==> src/rtl/mlp_train_sequencer_pkg.sv <==
// Shared definitions for the MLP training sequencer.
//   FixedPoint             : signed Q8.8 number format (sfp), ONE, HALF, int_to_sfp()
//   Common                 : sequencer state encoding (seq_state_t)
//   mlp_train_sequencer_pkg: widths local to the sequencer
package FixedPoint;
  localparam int SFP_W = 16;
  localparam int FRAC  = 8;

  typedef logic signed [SFP_W-1:0] sfp;

  localparam sfp ONE  = 16'sh0100;
  localparam sfp HALF = 16'sh0080;

  function automatic sfp int_to_sfp(input int x);
    return sfp'(x <<< FRAC);
  endfunction
endpackage

package Common;
  typedef enum logic [1:0] {
    ST_IDLE  = 2'd0,
    ST_TRAIN = 2'd1,
    ST_EVAL  = 2'd2,
    ST_INFER = 2'd3
  } seq_state_t;
endpackage

package mlp_train_sequencer_pkg;
  localparam int EPOCH_W = 16;
endpackage

==> src/rtl/mlp_sample_rom.sv <==
// Combinational sample encoder: training-set index -> network input vector and
// target vector.
//   i_idx      : sample index; bit i drives input i
//   o_values   : values[i] = ONE when bit i of the index is set, else 0
//   o_expected : expected[o] = ONE when TRUTH[idx*OUTPUTS+o] is set, else 0
module mlp_sample_rom
  import FixedPoint::*;
#(
  parameter int                             INPUTS  = 2,
  parameter int                             OUTPUTS = 1,
  parameter logic [(2**INPUTS)*OUTPUTS-1:0] TRUTH   = 4'b1000
) (
  input  logic [INPUTS-1:0] i_idx,
  output sfp   [INPUTS-1:0] o_values,
  output sfp   [OUTPUTS-1:0] o_expected
);
  logic [OUTPUTS-1:0] w_row;

  // The targets for one sample are a contiguous OUTPUTS-wide row of TRUTH.
  assign w_row = OUTPUTS'(TRUTH >> (int'(i_idx) * OUTPUTS));

  // NOTE: every always_comb output gets a default before any conditional
  // assignment, so no path can leave it unassigned and infer a latch.
  always_comb begin
    o_values   = '0;
    o_expected = '0;
    for (int i = 0; i < INPUTS; i++)  o_values[i]   = i_idx[i] ? ONE : '0;
    for (int o = 0; o < OUTPUTS; o++) o_expected[o] = w_row[o] ? ONE : '0;
  end
endmodule

==> src/rtl/mlp_train_sequencer.sv <==
// Training sequencer for a small MLP: feeds every truth-table sample to the
// network for EPOCHS passes with training enabled, optionally scores the
// trained network, then streams live switch inputs for inference.
// Optional feature macro: MLP_SEQ_EVAL_EN (EVAL state, correct_o, pass_o).
//   clk, rst            : clock, synchronous active-high reset
//   start               : leaves IDLE
//   live_in             : switch inputs used in INFER
//   values, expected    : sample presented to the network
//   training            : network weight-update enable
//   net_valid/net_ready : sample handshake
//   prediction/pred_valid : network result and strobe
//   leds                : prediction[o] > HALF from the last INFER result
//   state_o, epoch_o, correct_o, pass_o : status
module mlp_train_sequencer
  import FixedPoint::*;
  import Common::*;
  import mlp_train_sequencer_pkg::*;
#(
  parameter int                             INPUTS  = 2,
  parameter int                             OUTPUTS = 1,
  parameter int                             EPOCHS  = 10,
  parameter logic [(2**INPUTS)*OUTPUTS-1:0] TRUTH   = 4'b1000
) (
  input  logic                                         clk,
  input  logic                                         rst,
  input  logic                                         start,
  input  logic [INPUTS-1:0]                            live_in,
  output sfp   [INPUTS-1:0]                            values,
  output sfp   [OUTPUTS-1:0]                           expected,
  output logic                                         training,
  output logic                                         net_valid,
  input  logic                                         net_ready,
  input  sfp   [OUTPUTS-1:0]                           prediction,
  input  logic                                         pred_valid,
  output logic [OUTPUTS-1:0]                           leds,
  output logic [1:0]                                   state_o,
  output logic [EPOCH_W-1:0]                           epoch_o,
  output logic [$clog2((2**INPUTS)*OUTPUTS+1)-1:0]     correct_o,
  output logic                                         pass_o
);
  localparam int SAMPLES = 2**INPUTS;
  localparam int CW      = $clog2(SAMPLES*OUTPUTS+1);

  seq_state_t          r_state;
  logic [INPUTS-1:0]   r_idx;
  logic [EPOCH_W-1:0]  r_epoch;
  logic                r_valid;
  logic                r_busy;      // accepted by the network, result pending
  logic                r_training;
  sfp   [INPUTS-1:0]   r_values;
  sfp   [OUTPUTS-1:0]  r_expected;
  logic [OUTPUTS-1:0]  r_leds;

  sfp   [INPUTS-1:0]   w_rom_values;
  sfp   [OUTPUTS-1:0]  w_rom_expected;
  sfp   [INPUTS-1:0]   w_next_values;
  sfp   [OUTPUTS-1:0]  w_next_expected;
  logic [OUTPUTS-1:0]  w_pred_hi;
  logic                w_launch;
  logic                w_result;
  logic                w_last_idx;

  mlp_sample_rom #(.INPUTS(INPUTS), .OUTPUTS(OUTPUTS), .TRUTH(TRUTH)) u_rom (
    .i_idx      (r_idx),
    .o_values   (w_rom_values),
    .o_expected (w_rom_expected)
  );

  // A new sample is launched only when nothing is presented or outstanding,
  // so at most one transaction is ever in flight.
  assign w_launch   = (r_state != ST_IDLE) && !r_valid && !r_busy;
  // pred_valid with no outstanding transaction is ignored.
  assign w_result   = pred_valid && r_busy;
  assign w_last_idx = (r_idx == INPUTS'(SAMPLES-1));

  always_comb begin
    w_next_values   = w_rom_values;
    w_next_expected = w_rom_expected;
    w_pred_hi       = '0;
    if (r_state == ST_INFER) begin
      w_next_expected = '0;
      for (int i = 0; i < INPUTS; i++) w_next_values[i] = int_to_sfp(int'(live_in[i]));
    end
    // Signed threshold; exactly HALF counts as low.
    for (int o = 0; o < OUTPUTS; o++) w_pred_hi[o] = $signed(prediction[o]) > $signed(HALF);
  end

`ifdef MLP_SEQ_EVAL_EN
  logic [CW-1:0] r_correct;
  logic          r_pass;
  logic [CW-1:0] w_hits;

  // The registered expected vector still holds the targets of the outstanding
  // sample, so scoring needs no second ROM lookup.
  always_comb begin
    w_hits = '0;
    for (int o = 0; o < OUTPUTS; o++)
      if (w_pred_hi[o] == (r_expected[o] == ONE)) w_hits = w_hits + CW'(1);
  end

  assign correct_o = r_correct;
  assign pass_o    = r_pass;
`else
  assign correct_o = '0;
  assign pass_o    = 1'b0;
`endif

  // NOTE: sequential state uses non-blocking assignments only, so every
  // register samples the pre-edge value of every other register.
  always_ff @(posedge clk) begin
    if (rst) begin
      r_state    <= ST_IDLE;
      r_idx      <= '0;
      r_epoch    <= '0;
      r_valid    <= 1'b0;
      r_busy     <= 1'b0;
      r_training <= 1'b0;
      r_values   <= '0;
      r_expected <= '0;
      r_leds     <= '0;
`ifdef MLP_SEQ_EVAL_EN
      r_correct  <= '0;
      r_pass     <= 1'b0;
`endif
    end else begin
      if (r_valid && net_ready) begin
        r_valid <= 1'b0;
        r_busy  <= 1'b1;
      end else if (w_launch) begin
        r_valid    <= 1'b1;
        r_values   <= w_next_values;
        r_expected <= w_next_expected;
      end
      if (w_result) r_busy <= 1'b0;

      case (r_state)
        ST_IDLE: begin
          if (start) begin
            r_state    <= ST_TRAIN;
            r_training <= 1'b1;
            r_idx      <= '0;
            r_epoch    <= '0;
          end
        end
        ST_TRAIN: begin
          if (w_result) begin
            r_idx <= r_idx + INPUTS'(1);
            if (w_last_idx) begin
              r_epoch <= r_epoch + EPOCH_W'(1);
              if (r_epoch == EPOCH_W'(EPOCHS-1)) begin
                r_training <= 1'b0;
`ifdef MLP_SEQ_EVAL_EN
                r_state    <= ST_EVAL;
`else
                r_state    <= ST_INFER;
`endif
              end
            end
          end
        end
`ifdef MLP_SEQ_EVAL_EN
        ST_EVAL: begin
          if (w_result) begin
            r_idx     <= r_idx + INPUTS'(1);
            r_correct <= r_correct + w_hits;
            if (w_last_idx) begin
              r_pass  <= ((r_correct + w_hits) == CW'(SAMPLES*OUTPUTS));
              r_state <= ST_INFER;
            end
          end
        end
`endif
        ST_INFER: begin
          if (w_result) r_leds <= w_pred_hi;
        end
        default: r_state <= ST_IDLE;
      endcase
    end
  end

  assign values    = r_values;
  assign expected  = r_expected;
  assign training  = r_training;
  assign net_valid = r_valid;
  assign leds      = r_leds;
  assign state_o   = r_state;
  assign epoch_o   = r_epoch;
endmodule

==> config.mk <==
export PLATFORM = sky130hd
export DESIGN_NAME = mlp_train_sequencer
export DESIGN_NICKNAME = d
export VERILOG_FILES = /design/src/rtl/mlp_train_sequencer_pkg.sv /design/src/rtl/mlp_sample_rom.sv /design/src/rtl/mlp_train_sequencer.sv
export SDC_FILE = /design/constraint.sdc
export NUM_CORES = 1
export LEC_CHECK = 0
export CORE_ASPECT_RATIO = 0.75
export CORE_MARGIN = 3
export CORE_UTILIZATION = 53
export DETAILED_ROUTE_END_ITERATION = 10
export PLACE_DENSITY_LB_ADDON = 0.1
export RECOVER_POWER = 100
export SYNTH_ARGS = -nofsm -noshare
export SYNTH_HDL_FRONTEND = slang
export SYNTH_HIERARCHICAL = 1
export SYNTH_SLANG_ARGS = --single-unit
==> constraint.sdc <==
create_clock -name clk -period 5.3 [get_ports clk]
set_input_delay 0.53 -clock clk [delete_from_list [all_inputs] [get_ports clk]]
set_output_delay 0.53 -clock clk [all_outputs]
set_load 0.01 [all_outputs]
Word level (Yosys, flattened, before mapping)
Index checks and enable logic that the tools add are counted.
{ "totals": {"reg_bits": 72, "in_bits": 23, "output_inout_bits": 73, "word_cells": 63} }
{ "op_classes": {"addsub": 2, "magnitude_cmp": 1, "n_eq_ne": 8, "shifts": 1, "mux": 22, "bitwise": 2, "n_reduce_logical": 17} }
{ "op_table": {"columns": ["operator", "n"], "rows": [
  ["$mux 16", 4],
  ["$mux 32", 1],
  ["$pmux 16 s2", 1],
  ["$mux 9", 3],
  ["$add 16x1->16 const B", 1],
  ["$eq 16x4->1 const B", 1],
  ["$gt 16x9->1 const B", 1],
  ["$mux 2", 6],
  ["$reduce_and 5->1", 2],
  ["$ne 2x2->1 const B", 4],
  ["$pmux 2 s3", 1],
  ["$eq 2x2->1 const B", 2],
  ["$logic_and 1x1->1", 4],
  ["$mux 1", 4],
  ["$pmux 2 s2", 1],
  ["$reduce_and 2->1", 2],
  ["$reduce_and 4->1", 1],
  ["$reduce_bool 2->1", 2],
  ["$reduce_or 2->1", 2],
  ["$shr 4x2->1 const A", 1],
  ["$reduce_and 3->1", 1],
  ["$add 2x1->2 const B", 1],
  ["$eq 2x1->1 const B", 1],
  ["$logic_not 1->1", 2],
  ["3 further kinds", 4]
]} }

Longest topological paths before layout
Gate-level depths: netlist of the first run.
{ "logic_depth": {"ltp_word": 5, "depth_mapped": 6, "depth_no_buf": 6} }

By module
Netlist of the first run, hierarchy kept.
{ "modules_own_cells": {"columns": ["module", "n_inst", "cells_per_inst", "area_per_inst_um2", "seq_area_each_um2"], "rows": [
  ["mlp_train_sequencer", 1, 361, 2955.3, 1441.4],
  ["mlp_sample_rom", 1, 50, 370.4, 0.0]
]} }

Worst setup path before layout of the first run
Ideal clock, no wire load.
{ "synth_timing": {"path_kind": "register to register", "startpoint": "register r_idx[0]", "endpoint": "register r_epoch[15], in the netlist epoch_o[15]", "setup_ns": 0.071, "arrival_ns": 1.692, "required_time_ns": 5.229, "slack_ns": 3.537, "path_stages_with_launch": 6, "n_path_buf": 0, "period_less_slack_ns": 1.763, "cell_sequence": "dfxtp_1 ha_1 nand4_4 a211o_1 or4_1 a21oi_1"} }
{ "synth_via": {"elab_chain_len": 3} }
{ "synth_lines": {"columns": ["item", "line_no", "text"], "rows": [
  ["start, declared", "mlp_train_sequencer.sv:45", "logic [INPUTS-1:0] r_idx;"],
  ["start signal, assigned", "mlp_train_sequencer.sv:147", "r_idx <= r_idx + INPUTS'(1);"],
  ["$eq 2x2->1", "mlp_train_sequencer.sv:74", "assign w_last_idx = (r_idx == INPUTS'(SAMPLES-1));"],
  ["$ne 2x2->1 (no line)", null, null],
  ["$reduce_and 4->1 (no line)", null, null],
  ["end signal, assigned", "mlp_train_sequencer.sv:149", "r_epoch <= r_epoch + EPOCH_W'(1);"],
  ["end, declared", "mlp_train_sequencer.sv:46", "logic [EPOCH_W-1:0] r_epoch;"]
]} }
Every way passes these cells.
A chain may end at the register's enable or synchronous reset.

Worst setup path in the final report of the first run
{ "layout_timing": {"startpoint": "register r_state[1], in the netlist state_o[1]", "endpoint": "register r_values (netlist bit values[17])"} }
{ "layout_via": {"elab_chain_len": 4, "elab_cells_between_ends": 6, "classes_between": "1 x eq/ne; 1 x mux; 4 x reduce/logical"} }
{ "layout_lines": {"columns": ["item", "line_no", "text"], "rows": [
  ["start, declared", "mlp_train_sequencer.sv:44", "seq_state_t r_state;"],
  ["start signal, assigned", "mlp_train_sequencer.sv:112", "r_state <= ST_IDLE;"],
  ["start signal, assigned", "mlp_train_sequencer.sv:139", "r_state <= ST_TRAIN;"],
  ["start signal, assigned", "mlp_train_sequencer.sv:155", "r_state <= ST_INFER;"],
  ["$reduce_bool 2->1", "mlp_train_sequencer.sv:71", "assign w_launch = (r_state != ST_IDLE) && !r_valid && !r_busy;"],
  ["$logic_and 1x1->1 (2 in a row)", "mlp_train_sequencer.sv:71", null],
  ["$reduce_and 2->1 (no line)", null, null],
  ["end signal, assigned", "mlp_train_sequencer.sv:131", "r_values <= w_next_values;"],
  ["end, declared", "mlp_train_sequencer.sv:50", "sfp [INPUTS-1:0] r_values;"]
]} }
Several ways; a longest one is shown, not always the timed one.

==> results of run 1 <==
-- registers in the layout, summed over array words and instances, names as in the netlist --
name / flops
training: 1
values: 32
epoch_o: 16
leds: 1
state_o: 2
r_idx: 2
net_valid: 1
expected: 16
r_busy: 1
-- per-layer routing --
metal	up-vias	part of all wire, %
met2	89	44
met5	-	0
met4	0	1.2
li1	1471	-
met1	1321	47
met3	9	7.4
-- synth_stat cells, drive strengths merged (2+ instances only) --
library cell	instances	area share, %
dfxtp	72	43
a21oi	61	9.2
buf	58	12
nand2	58	6.5
nand3	54	8.1
clkbuf	19	2.1
nor2	16	1.8
o21ai	8	1.2
nand4	5	1.4
or3	5	0.94
or4	5	1.1
xnor2	5	1.3
inv	4	0.45
nor4b	4	1.1
ha	3	1.1
nand2b	3	0.64
a211o	2	0.53
a211oi	2	0.45
a311oi	2	0.53
conb	2	0.23
nand4b	2	0.53
nor3	2	0.30
nor4	2	0.38
o211ai	2	0.45
o31ai	2	0.45
-- final timing paths --
check | endpoint | slack, ns | depth (start not counted)
setup / recovery | values[17]$_SDFFE_PP0P_ | 2.03 | 3
hold reg to reg | expected[0]$_SDFFE_PP0P_ | 0.45 | 2
setup reg to reg | values[17]$_SDFFE_PP0P_ | 2.03 | 3
hold / removal | expected[0]$_SDFFE_PP0P_ | 0.45 | 2
-- worst max-delay path, delay by kind of cell (launching register included) --
kind | cells | cell delay [ns]
and+or+nand+nor | 1 | 0.19
DFF | 1 | 0.49
AOI/OAI and AO/OA | 2 | 2.50
-- logic make-up (layout without fill, tap and decap cells) --
group | Yosys count | count (layout)
buffers and inverters | 81 | 113
XOR/XNOR | 5 | 5
AND/OR/NAND/NOR | 162 | 162
flip-flops | 72 | 72
adder cells (fa/ha/maj) | 3 | 3
multiplexers | 2 | 2
AO/OA/AOI/OAI | 84 | 84
other | 2 | 49
-- through the flow --
step,power [mW],setup slack [ns],hold slack (ns)
4_1_cts,1.18,3.06,0.454
6_report,1.16,2.03,0.446
3_5_place_dp,0.742,2.81,0.444
5_1_grt,1.21,1.63,0.463
2_1_floorplan,0.691,3.54,0.476
3_3_place_gp,0.740,2.90,0.438
-- layout make-up --
cell class | instances | share of cell area (%)
multi-input cells | 305 | 36.6
flip-flops and latches | 72 | 34.1
clock inverters | 4 | 1.21
inverters | 4 | 0.355
repair buffers | 93 | 21.8
well taps | 78 | 2.31
clock buffers | 12 | 3.67
-- power groups by stage --
stage	clock network (mW)	registers (mW)	logic, mW
after global placement	0	0.593	0.147
after detailed placement	0	0.593	0.149
after global routing	0.475	0.582	0.155
after CTS	0.452	0.581	0.149
after floorplan	0	0.602	0.0897
final	0.442	0.579	0.139
==> impl_summary.txt, run 1 <==
----------------------------------------------------
[Final layout]
  Total non-filler cell area in the finished layout ... 4230 um2
  Nets@finish ... 511
  Area overhead of the layout relative to synthesis ... 27.1%
  Seq. cell area ... 1440 um2
  Total area of multi-input combinational cells ... 1550 um2
  Finished Layout Cells ... 568
  Highest-count cells in the layout ignoring fill and taps ... sky130_fd_sc_hd__dfxtp_1, sky130_fd_sc_hd__dlygate4sd3_1, sky130_fd_sc_hd__a21oi_1, sky130_fd_sc_hd__nand2_1, sky130_fd_sc_hd__nand3_1
  Fraction of layout instances using a drive strength above 1 ... 4.08%
  Number of antenna diodes ... 0
  Layout fillers ... 503
  Fin util ... 71.1%

[Pwr]
  Power density relative to cell area ... 275 nW/um2
  Sw Pwr ... 0.286 mW
  Share of power burned in registers ... 49.9%
  Combinational share of power ... 12.0%
  Share of total power in the clock network ... 38.1%
  Leakage power of the design ... 1.72 nW
  Internal power ... 0.875 mW
  Maximum vdd drop ... 0.173 mV
  Switching Share ... 24.6%

[Drt]
  Number of vias per cell after detailed routing ... 5.09
  Count of unresolved DRC violations after routing ... 0
  Total wire length ... 7.51 mm
  Post-detailed-route wirelength per cell ... 13.2 um
  Via count ... 2,890
  Initial detailed-routing violation count ... 130
  DR pass1 iterations ... 4
  Antenna violation net count after detailed routing ... 0

[Global routing]
  Overflow after GRT ... 0
  Fraction of met1 tracks used by global routing ... 27.1%
  Antenna violations before repair ... 0
  Total Routing Usage GR ... 20.6%
  Global-route met3 utilization ... 7.59%
  Met2 Usage GRT ... 32.1%
  Vias in the first global route ... 2,557
  Pin count of the biggest net entering global routing ... 61
  Wire length of the first global-routing pass ... 12.2 mm
  Most Crowded Layer GR ... met2

[Timing]
  Worst-Margin Slew ... 3.00 ns
  Final setup TNS ... 0 ns
  Normalized max-slew margin ... -101%
  Number of hold violations in the final report ... 0
  Worst Skew ... 0.00819 ns
  Tmin final ... 3.27 ns
  Upper clock frequency limit ... 0.305 GHz
  Number of setup violations in the final report ... 0
  Max-slew violations ... 99
  RSZ-0062 raised after global routing ... false
  Final period utilization ... 61.8%

[Yosys]
  Number of register bits inferred by synthesis ... 72
  Cell count after synthesis ... 411
  Area fraction in compound gates after synthesis ... 14.0%
  Seq/Total Area, Yosys ... 43.3%
  Largest family of logic cells by synthesized area ... simple AND/OR/NAND/NOR gates
  Post-synthesis instance area ... 3330 um2
  Number of synthesized flops with an enable pin ... 0
  Post-Synthesis Mean Instance Area ... 8.09 um2
  Synthesis Warnings ... 6
  Post-synth ARST share ... 0%
  Post-synthesis share of cell area spent on and, or, nand and nor gates ... 24.3%
  Share of synthesized cell area in full adder, half adder and majority cells ... 1.13%
  Most instantiated flip-flop cell in the synthesis netlist ... sky130_fd_sc_hd__dfxtp_1
  Distinct cells, synth ... 42
  Synthesized-area fraction occupied by xor and xnor cells ... 1.32%
  Share of cell area taken by muxes after synthesis ... 0.640%

[Setup path]
  Data arrival time of the critical path ... 3.55 ns
  Data required time of the worst path ... 5.57 ns
  Startpoint of the most critical setup path ... state_o[1]$_SDFFE_PP0P_
  Startpoint of the worst register-to-register path ... state_o[1]$_SDFFE_PP0P_
  Critical path launch point type ... flop
  Crit end category ... flop
  Start-to-end type of the worst setup path ... reg -> reg
  Maximum fanout along the worst path ... 47
  Slowest-stage cell, CP ... sky130_fd_sc_hd__o21ai_1
  CP peak stage delay ... 2.29 ns
  Cell-by-cell trace of the critical path ... o21ai_1 -> nand2_1 -> a21oi_1

[CTS]
  Register clock-pin slew on the reported worst setup and hold paths ... 0.08 ns
  Number of gates resized after cts ... 0
  Worst-skew pair later-pin latency ... 0.33 ns
  Root buf cell ... sky130_fd_sc_hd__clkbuf_8
  Clock H-tree levels ... 3
  Sinks on Clock Net ... 72
  Num CTS Buffers ... 9
  Post-CTS Hold Buffers ... 0
  CTS tree ... done
  Buffer count from post-CTS setup fixing ... 0
  Clock buffer depth ... 2

[Floorplan]
  Area of the placeable core ... 5950 um2
  Die X-Extent ... 97.5 um
  IO Count ... 96
  Vertical die dimension ... 74.6 um
  Initial Utilization ... 55.9%
  Full die area ... 7270 um2
  # rows ... 24

[Run status]
  Failing checks ... max-capacitance violations, max-slew violations
  Outcome ... complete, but fails checks

[Run]
  Max-cap violation count ... 2

[Placed design]
  Buffers added on ports ... 91
  # placed instances ... 552
  Global placement routability congestion ... 0.920
  DP HPWL ... 5.09 mm
  Total cell area at the placement stage ... 4050 um2

[Worst hold path]
  Hold Path Class ... reg -> reg
  Source of the worst hold timing path ... expected[0]$_SDFFE_PP0P_

----------------------------------------------------
Note: power is estimated with default switching activity, not from simulation.
==> run 2, diff against run 1 <==
- CORE_UTILIZATION: 53 -> 49
- clock period: 5.3 -> 3.26 ns (I/O delays scaled with it)
==> run 2 against run 1 <==
The run now ends clean. Register-to-register slack got worse by 1.0 ns. Total power is 81% higher. Worst setup slack worse by 1.0 ns. First-iteration DRC count shrank 26%. Clock power up 110%. Wire length grew 3.1%. Via count rose by 0.93%. Sequential power increased by 63%.
==> impl_summary.txt, run 2 (synthesis gave the netlist of run 1 again) <==
----------------------------------------------------
[Timing]
  Final setup TNS ... 0 ns
  Tmin final ... 2.25 ns
  Upper clock frequency limit ... 0.445 GHz
  Worst Skew ... 0.0107 ns
  Worst-Margin Slew ... 0.892 ns
  Final period utilization ... 69.0%
  Normalized max-slew margin ... 40.4%
  RSZ-0062 raised after global routing ... false
  Max-slew violations ... 0
  Number of setup violations in the final report ... 0
  Number of hold violations in the final report ... 0
  Worst Setup Slack, final ... 1.01 ns

[CTS]
  Clock H-tree levels ... 3
  CTS tree ... done
  Clock buffer depth ... 2
  Post-CTS Hold Buffers ... 0
  Worst-skew pair later-pin latency ... 0.34 ns
  Sinks on Clock Net ... 72
  Num CTS Buffers ... 9
  Number of gates resized after cts ... 0
  Register clock-pin slew on the reported worst setup and hold paths ... 0.08 ns
  Buffer count from post-CTS setup fixing ... 0
  Root buf cell ... sky130_fd_sc_hd__clkbuf_8

[Final layout]
  Fraction of layout instances using a drive strength above 1 ... 4.88%
  Nets@finish ... 513
  Highest-count cells in the layout ignoring fill and taps ... sky130_fd_sc_hd__dfxtp_1, sky130_fd_sc_hd__dlygate4sd3_1, sky130_fd_sc_hd__a21oi_1, sky130_fd_sc_hd__nand2_1, sky130_fd_sc_hd__nand3_1
  Flip-flop count of the largest register after layout ... 32
  Fin util ... 66.9%
  Most common cell after layout, fill and taps aside ... sky130_fd_sc_hd__dfxtp_1
  Finished Layout Cells ... 573
  Area overhead of the layout relative to synthesis ... 29.7%
  Number of antenna diodes ... 0
  Layout fillers ... 571

[Setup path]
  Critical path launch point type ... flop
  CP peak stage delay ... 0.62 ns
  Start-to-end type of the worst setup path ... reg -> reg
  Cell family with most CP delay ... simple AND/OR/NAND/NOR gates
  Slowest-stage cell, CP ... sky130_fd_sc_hd__dfxtp_1
  Crit end category ... flop
  Data required time of the worst path ... 3.52 ns
  Sum of buffers and inverters on the critical path ... 0
  Cell-by-cell trace of the critical path ... nand4_1 -> a211o_1 -> or4_1 -> a21oi_1
  Data arrival time of the critical path ... 2.51 ns
  Maximum fanout along the worst path ... 15

[Floorplan]
  Die X-Extent ... 101 um
  Vertical die dimension ... 77.3 um
  IO Count ... 96
  Area of the placeable core ... 6440 um2
  Initial Utilization ... 51.6%
  # rows ... 25
  Full die area ... 7820 um2

[Global routing]
  Fraction of met1 tracks used by global routing ... 27.4%
  Total Routing Usage GR ... 20.8%
  Antenna violations before repair ... 0
  Global-route met3 utilization ... 7.46%
  Wire length of the first global-routing pass ... 13.1 mm
  Met2 Usage GRT ... 31.9%
  Overflow after GRT ... 0
  Pin count of the biggest net entering global routing ... 60
  Vias in the first global route ... 2,761
  Most Crowded Layer GR ... met2

[Drt]
  Antenna violation net count after detailed routing ... 0
  Total wire length ... 7.75 mm
  Post-detailed-route wirelength per cell ... 13.5 um
  Number of vias per cell after detailed routing ... 5.09
  Count of unresolved DRC violations after routing ... 0
  DR pass1 iterations ... 5
  Initial detailed-routing violation count ... 96
  Via count ... 2,917

[Pwr]
  Power density relative to cell area ... 486 nW/um2
  Switching Share ... 23.0%
  Sw Pwr ... 0.481 mW
  Maximum vdd drop ... 0.311 mV
  Share of total power in the clock network ... 44.0%
  Internal power ... 1.61 mW
  Share of power burned in registers ... 44.9%
  Combinational share of power ... 11.0%
  Leakage power of the design ... 1.75 nW

[Run status]
  Outcome ... complete, no violations

[Placed design]
  Buffers added on ports ... 91
  Global placement routability congestion ... 0.780
  # placed instances ... 557
  DP HPWL ... 5.24 mm
  Worst-case setup slack after placement ... 0.974 ns

[Worst hold path]
  Hold Path Class ... reg -> reg

[Run]
  Max-cap violation count ... 0

----------------------------------------------------
-- run 2: worst min-delay path, delay by kind of cell (launching register included) --
kind / cells / cell delay [ns]
AOI/OAI and AO/OA: 1 / 0.05
DFF: 1 / 0.31
and+or+nand+nor: 1 / 0.05
-- run 2: power by group through the flow --
stage | sequential [mW] | combinational (mW) | clock (mW)
floorplan | 0.978 | 0.146 | 0
global placement | 0.963 | 0.242 | 0
detailed placement | 0.965 | 0.246 | 0
CTS | 0.945 | 0.247 | 0.940
global route | 0.948 | 0.258 | 0.979
finish | 0.941 | 0.231 | 0.922
-- run 2: area by class of cell --
class,instances,area [um2],area share (%)
inverters,4,15.0,0.348
multi-input cells,305,1560,36.1
clock buffers,9,124,2.87
clock inverters,7,141,3.28
repair buffers,95,932,21.6
flip-flops and latches,72,1440,33.4
well taps,81,101,2.35
-- run 2: per-stage QoR --
step	power [mW]	hold WS, ns	area (um2)
floorplan	1.12	0.471	3500
global placement	1.21	0.437	4070
detailed placement	1.21	0.442	4070
CTS	2.13	0.454	4330
global route	2.18	0.469	4310
finish	2.09	0.446	4310
-- run 2: final timing paths --
path | slack, ns | cells after the start | to | startpoint
worst min-delay path | 0.45 | 2 | expected[15]$_SDFFE_PP0P_ | expected[15]$_SDFFE_PP0P_
worst max-delay path | 1.01 | 4 | epoch_o[15]$_SDFFE_PP0P_ | state_o[0]$_SDFFE_PP0P_
worst max register to register | 1.01 | 4 | epoch_o[15]$_SDFFE_PP0P_ | state_o[0]$_SDFFE_PP0P_
worst min register to register | 0.45 | 2 | expected[15]$_SDFFE_PP0P_ | expected[15]$_SDFFE_PP0P_
-- run 2: per-layer routing --
layer | vias to the layer above | share of wire (%)
li1 | 1482 | -
met1 | 1328 | 45
met2 | 99 | 45
met3 | 8 | 8.6
met4 | 0 | 0.97
met5 | - | 0
==> run 3, diff against run 2 <==
- clock period: 3.26 -> 2.1 ns (I/O delays scaled with it)
==> run 3 against run 2 <==
Critical path depth rose by 1. Combinational power rose by 60%. Clock-buffer cell count rose by 1. Wire length fell by 0.14%. Utilization fell by 0.58 points. Sequential share of layout area rose by 0.29 points. Critical path type unchanged. Highest routed layer unchanged.
==> impl_summary.txt, run 3 (synthesis gave the netlist of run 1 again) <==
----------------------------------------------------
[Run status]
  Outcome ... complete, no violations

[Final layout]
  Highest-count cells in the layout ignoring fill and taps ... sky130_fd_sc_hd__dfxtp_1, sky130_fd_sc_hd__dlygate4sd3_1, sky130_fd_sc_hd__a21oi_1, sky130_fd_sc_hd__nand2_1, sky130_fd_sc_hd__nand3_1
  Total area of multi-input combinational cells ... 1560 um2
  Number of antenna diodes ... 0
  Finished Layout Cells ... 582
  Layout fillers ... 565
  Fraction of layout instances using a drive strength above 1 ... 5.99%
  Flip-flop count of the largest register after layout ... 32
  Seq. cell area ... 1440 um2
  Most common cell after layout, fill and taps aside ... sky130_fd_sc_hd__dfxtp_1
  Area overhead of the layout relative to synthesis ... 28.6%
  Nets@finish ... 524

[CTS]
  Post-CTS Hold Buffers ... 0
  Clock buffer depth ... 2
  Buffer count from post-CTS setup fixing ... 0
  Sinks on Clock Net ... 72
  Register clock-pin slew on the reported worst setup and hold paths ... 0.07 ns
  Worst-skew pair later-pin latency ... 0.33 ns
  Clock H-tree levels ... 3
  Number of gates resized after cts ... 0
  Num CTS Buffers ... 9
  Root buf cell ... sky130_fd_sc_hd__clkbuf_8
  CTS tree ... done

[Drt]
  DR pass1 iterations ... 4
  Via count ... 2,888
  Post-detailed-route wirelength per cell ... 13.3 um
  Initial detailed-routing violation count ... 132
  Count of unresolved DRC violations after routing ... 0
  Total wire length ... 7.74 mm
  Number of vias per cell after detailed routing ... 4.96
  Antenna violation net count after detailed routing ... 0

[Setup path]
  Data arrival time of the critical path ... 2.24 ns
  R2R setup slack ... 0.13 ns
  Maximum fanout along the worst path ... 10
  CP peak stage delay ... 0.53 ns
  R2R Path End ... epoch_o[15]$_SDFFE_PP0P_
  Data required time of the worst path ... 2.36 ns
  Startpoint of the worst register-to-register path ... r_idx[0]$_SDFFE_PP0P_
  Critical path launch point type ... flop
  Slowest-stage cell, CP ... sky130_fd_sc_hd__or4_1
  Cell-by-cell trace of the critical path ... ha_1 -> nand4_4 -> a211o_1 -> or4_1 -> a21oi_1
  Start-to-end type of the worst setup path ... reg -> reg
  Crit end category ... flop
  R2R depth ... 5

[Timing]
  Final setup TNS ... 0 ns
  Upper clock frequency limit ... 0.507 GHz
  Number of setup violations in the final report ... 0
  Final hold slack ... 0.418 ns
  Worst Setup Slack, final ... 0.128 ns
  RSZ-0062 raised after global routing ... false
  Worst Skew ... 0.00885 ns
  Max-slew violations ... 0
  Worst-Margin Slew ... 0.625 ns
  Number of hold violations in the final report ... 0
  Normalized max-slew margin ... 58.3%
  Tmin final ... 1.97 ns
  Final period utilization ... 93.9%

[Global routing]
  Pin count of the biggest net entering global routing ... 60
  Antenna violations before repair ... 0
  Wire length of the first global-routing pass ... 12.9 mm
  Vias in the first global route ... 2,722
  Overflow after GRT ... 0
  Total Routing Usage GR ... 20.0%

[Floorplan]
  Vertical die dimension ... 77.3 um
  Initial Utilization ... 51.6%
  # rows ... 25
  Area of the placeable core ... 6440 um2
  IO Count ... 96
  Full die area ... 7820 um2
  Die X-Extent ... 101 um

[Worst hold path]
  Worst hold path endpoint ... epoch_o[8]$_SDFFE_PP0P_
  Cells on Worst Hold Path ... 4
  Hold Path Class ... in -> reg
  Source of the worst hold timing path ... rst

[Run]
  Max-cap violation count ... 0

[Pwr]
  Power density relative to cell area ... 636 nW/um2
  Combinational share of power ... 13.6%
  Share of total power in the clock network ... 32.7%
  Maximum vdd drop ... 0.398 mV
  Leakage power of the design ... 1.76 nW
  Share of power burned in registers ... 53.7%
  Switching Share ... 26.0%
  Internal power ... 2.01 mW
  Sw Pwr ... 0.707 mW

[Placed design]
  Global placement routability congestion ... 0.805
  Buffers added on ports ... 91
  # placed instances ... 568
  Worst-case setup slack after placement ... 0.0510 ns
  DP HPWL ... 5.48 mm

----------------------------------------------------
==> run 3: worst max path at each step <==
stage	cells after the start	endpoint	from	slack (ns)
6_report	5	epoch_o[15]$_SDFFE_PP0P_	r_idx[0]$_SDFFE_PP0P_	0.13
5_1_grt	5	epoch_o[15]$_SDFFE_PP0P_	r_idx[0]$_SDFFE_PP0P_	0.03
4_1_cts	5	epoch_o[15]$_SDFFE_PP0P_	r_idx[0]$_SDFFE_PP0P_	0.13
3_5_place_dp	5	epoch_o[15]$_SDFFE_PP0P_	pred_valid	0.05
3_3_place_gp	5	epoch_o[15]$_SDFFE_PP0P_	pred_valid	0.07
2_1_floorplan	5	epoch_o[15]$_SDFFE_PP0P_	r_idx[0]$_SDFFE_PP0P_	0.34
==> run 3: metrics by stage <==
step                      utilization, %  cell area [um2]  power (mW)
final                               66.3             4280        2.72
after global routing                66.3             4280        2.84
after global placement              64.4             4150        1.88
after floorplan                        -             3500        1.74
after detailed placement            64.4             4150        1.89
after CTS                           66.7             4300        2.78
==> run 3: critical path: cells and delay by family, from the launching register on <==
family | cells | cell delay (ns)
compound gates | 2 | 0.56
fa+ha+maj | 1 | 0.26
flops | 1 | 0.40
simple gates | 2 | 0.69
==> run 3: cell type report <==
| class | instances | area share (%) |
|---|---|---|
| clock buffer | 10 | 2.99 |
| clock inverter | 4 | 0.556 |
| inverter | 4 | 0.351 |
| multi-input combinational | 305 | 36.5 |
| sequential | 72 | 33.7 |
| tap | 81 | 2.37 |
| timing repair buffer | 106 | 23.5 |
==> run 3: power by group through the flow <==
stage / clock network, mW / registers (mW) / logic (mW)
after floorplan: 0 / 1.52 / 0.226
after global routing: 0.956 / 1.47 / 0.410
after global placement: 0 / 1.49 / 0.391
after detailed placement: 0 / 1.49 / 0.400
after CTS: 0.911 / 1.46 / 0.401
final: 0.890 / 1.46 / 0.370
==> run 3: layer usage <==
layer  wire [um]  GRT usage, %
met3         624          6.38
met2        3550          32.4
met1        3520          25.8
met5           0             0
met4          37          4.91
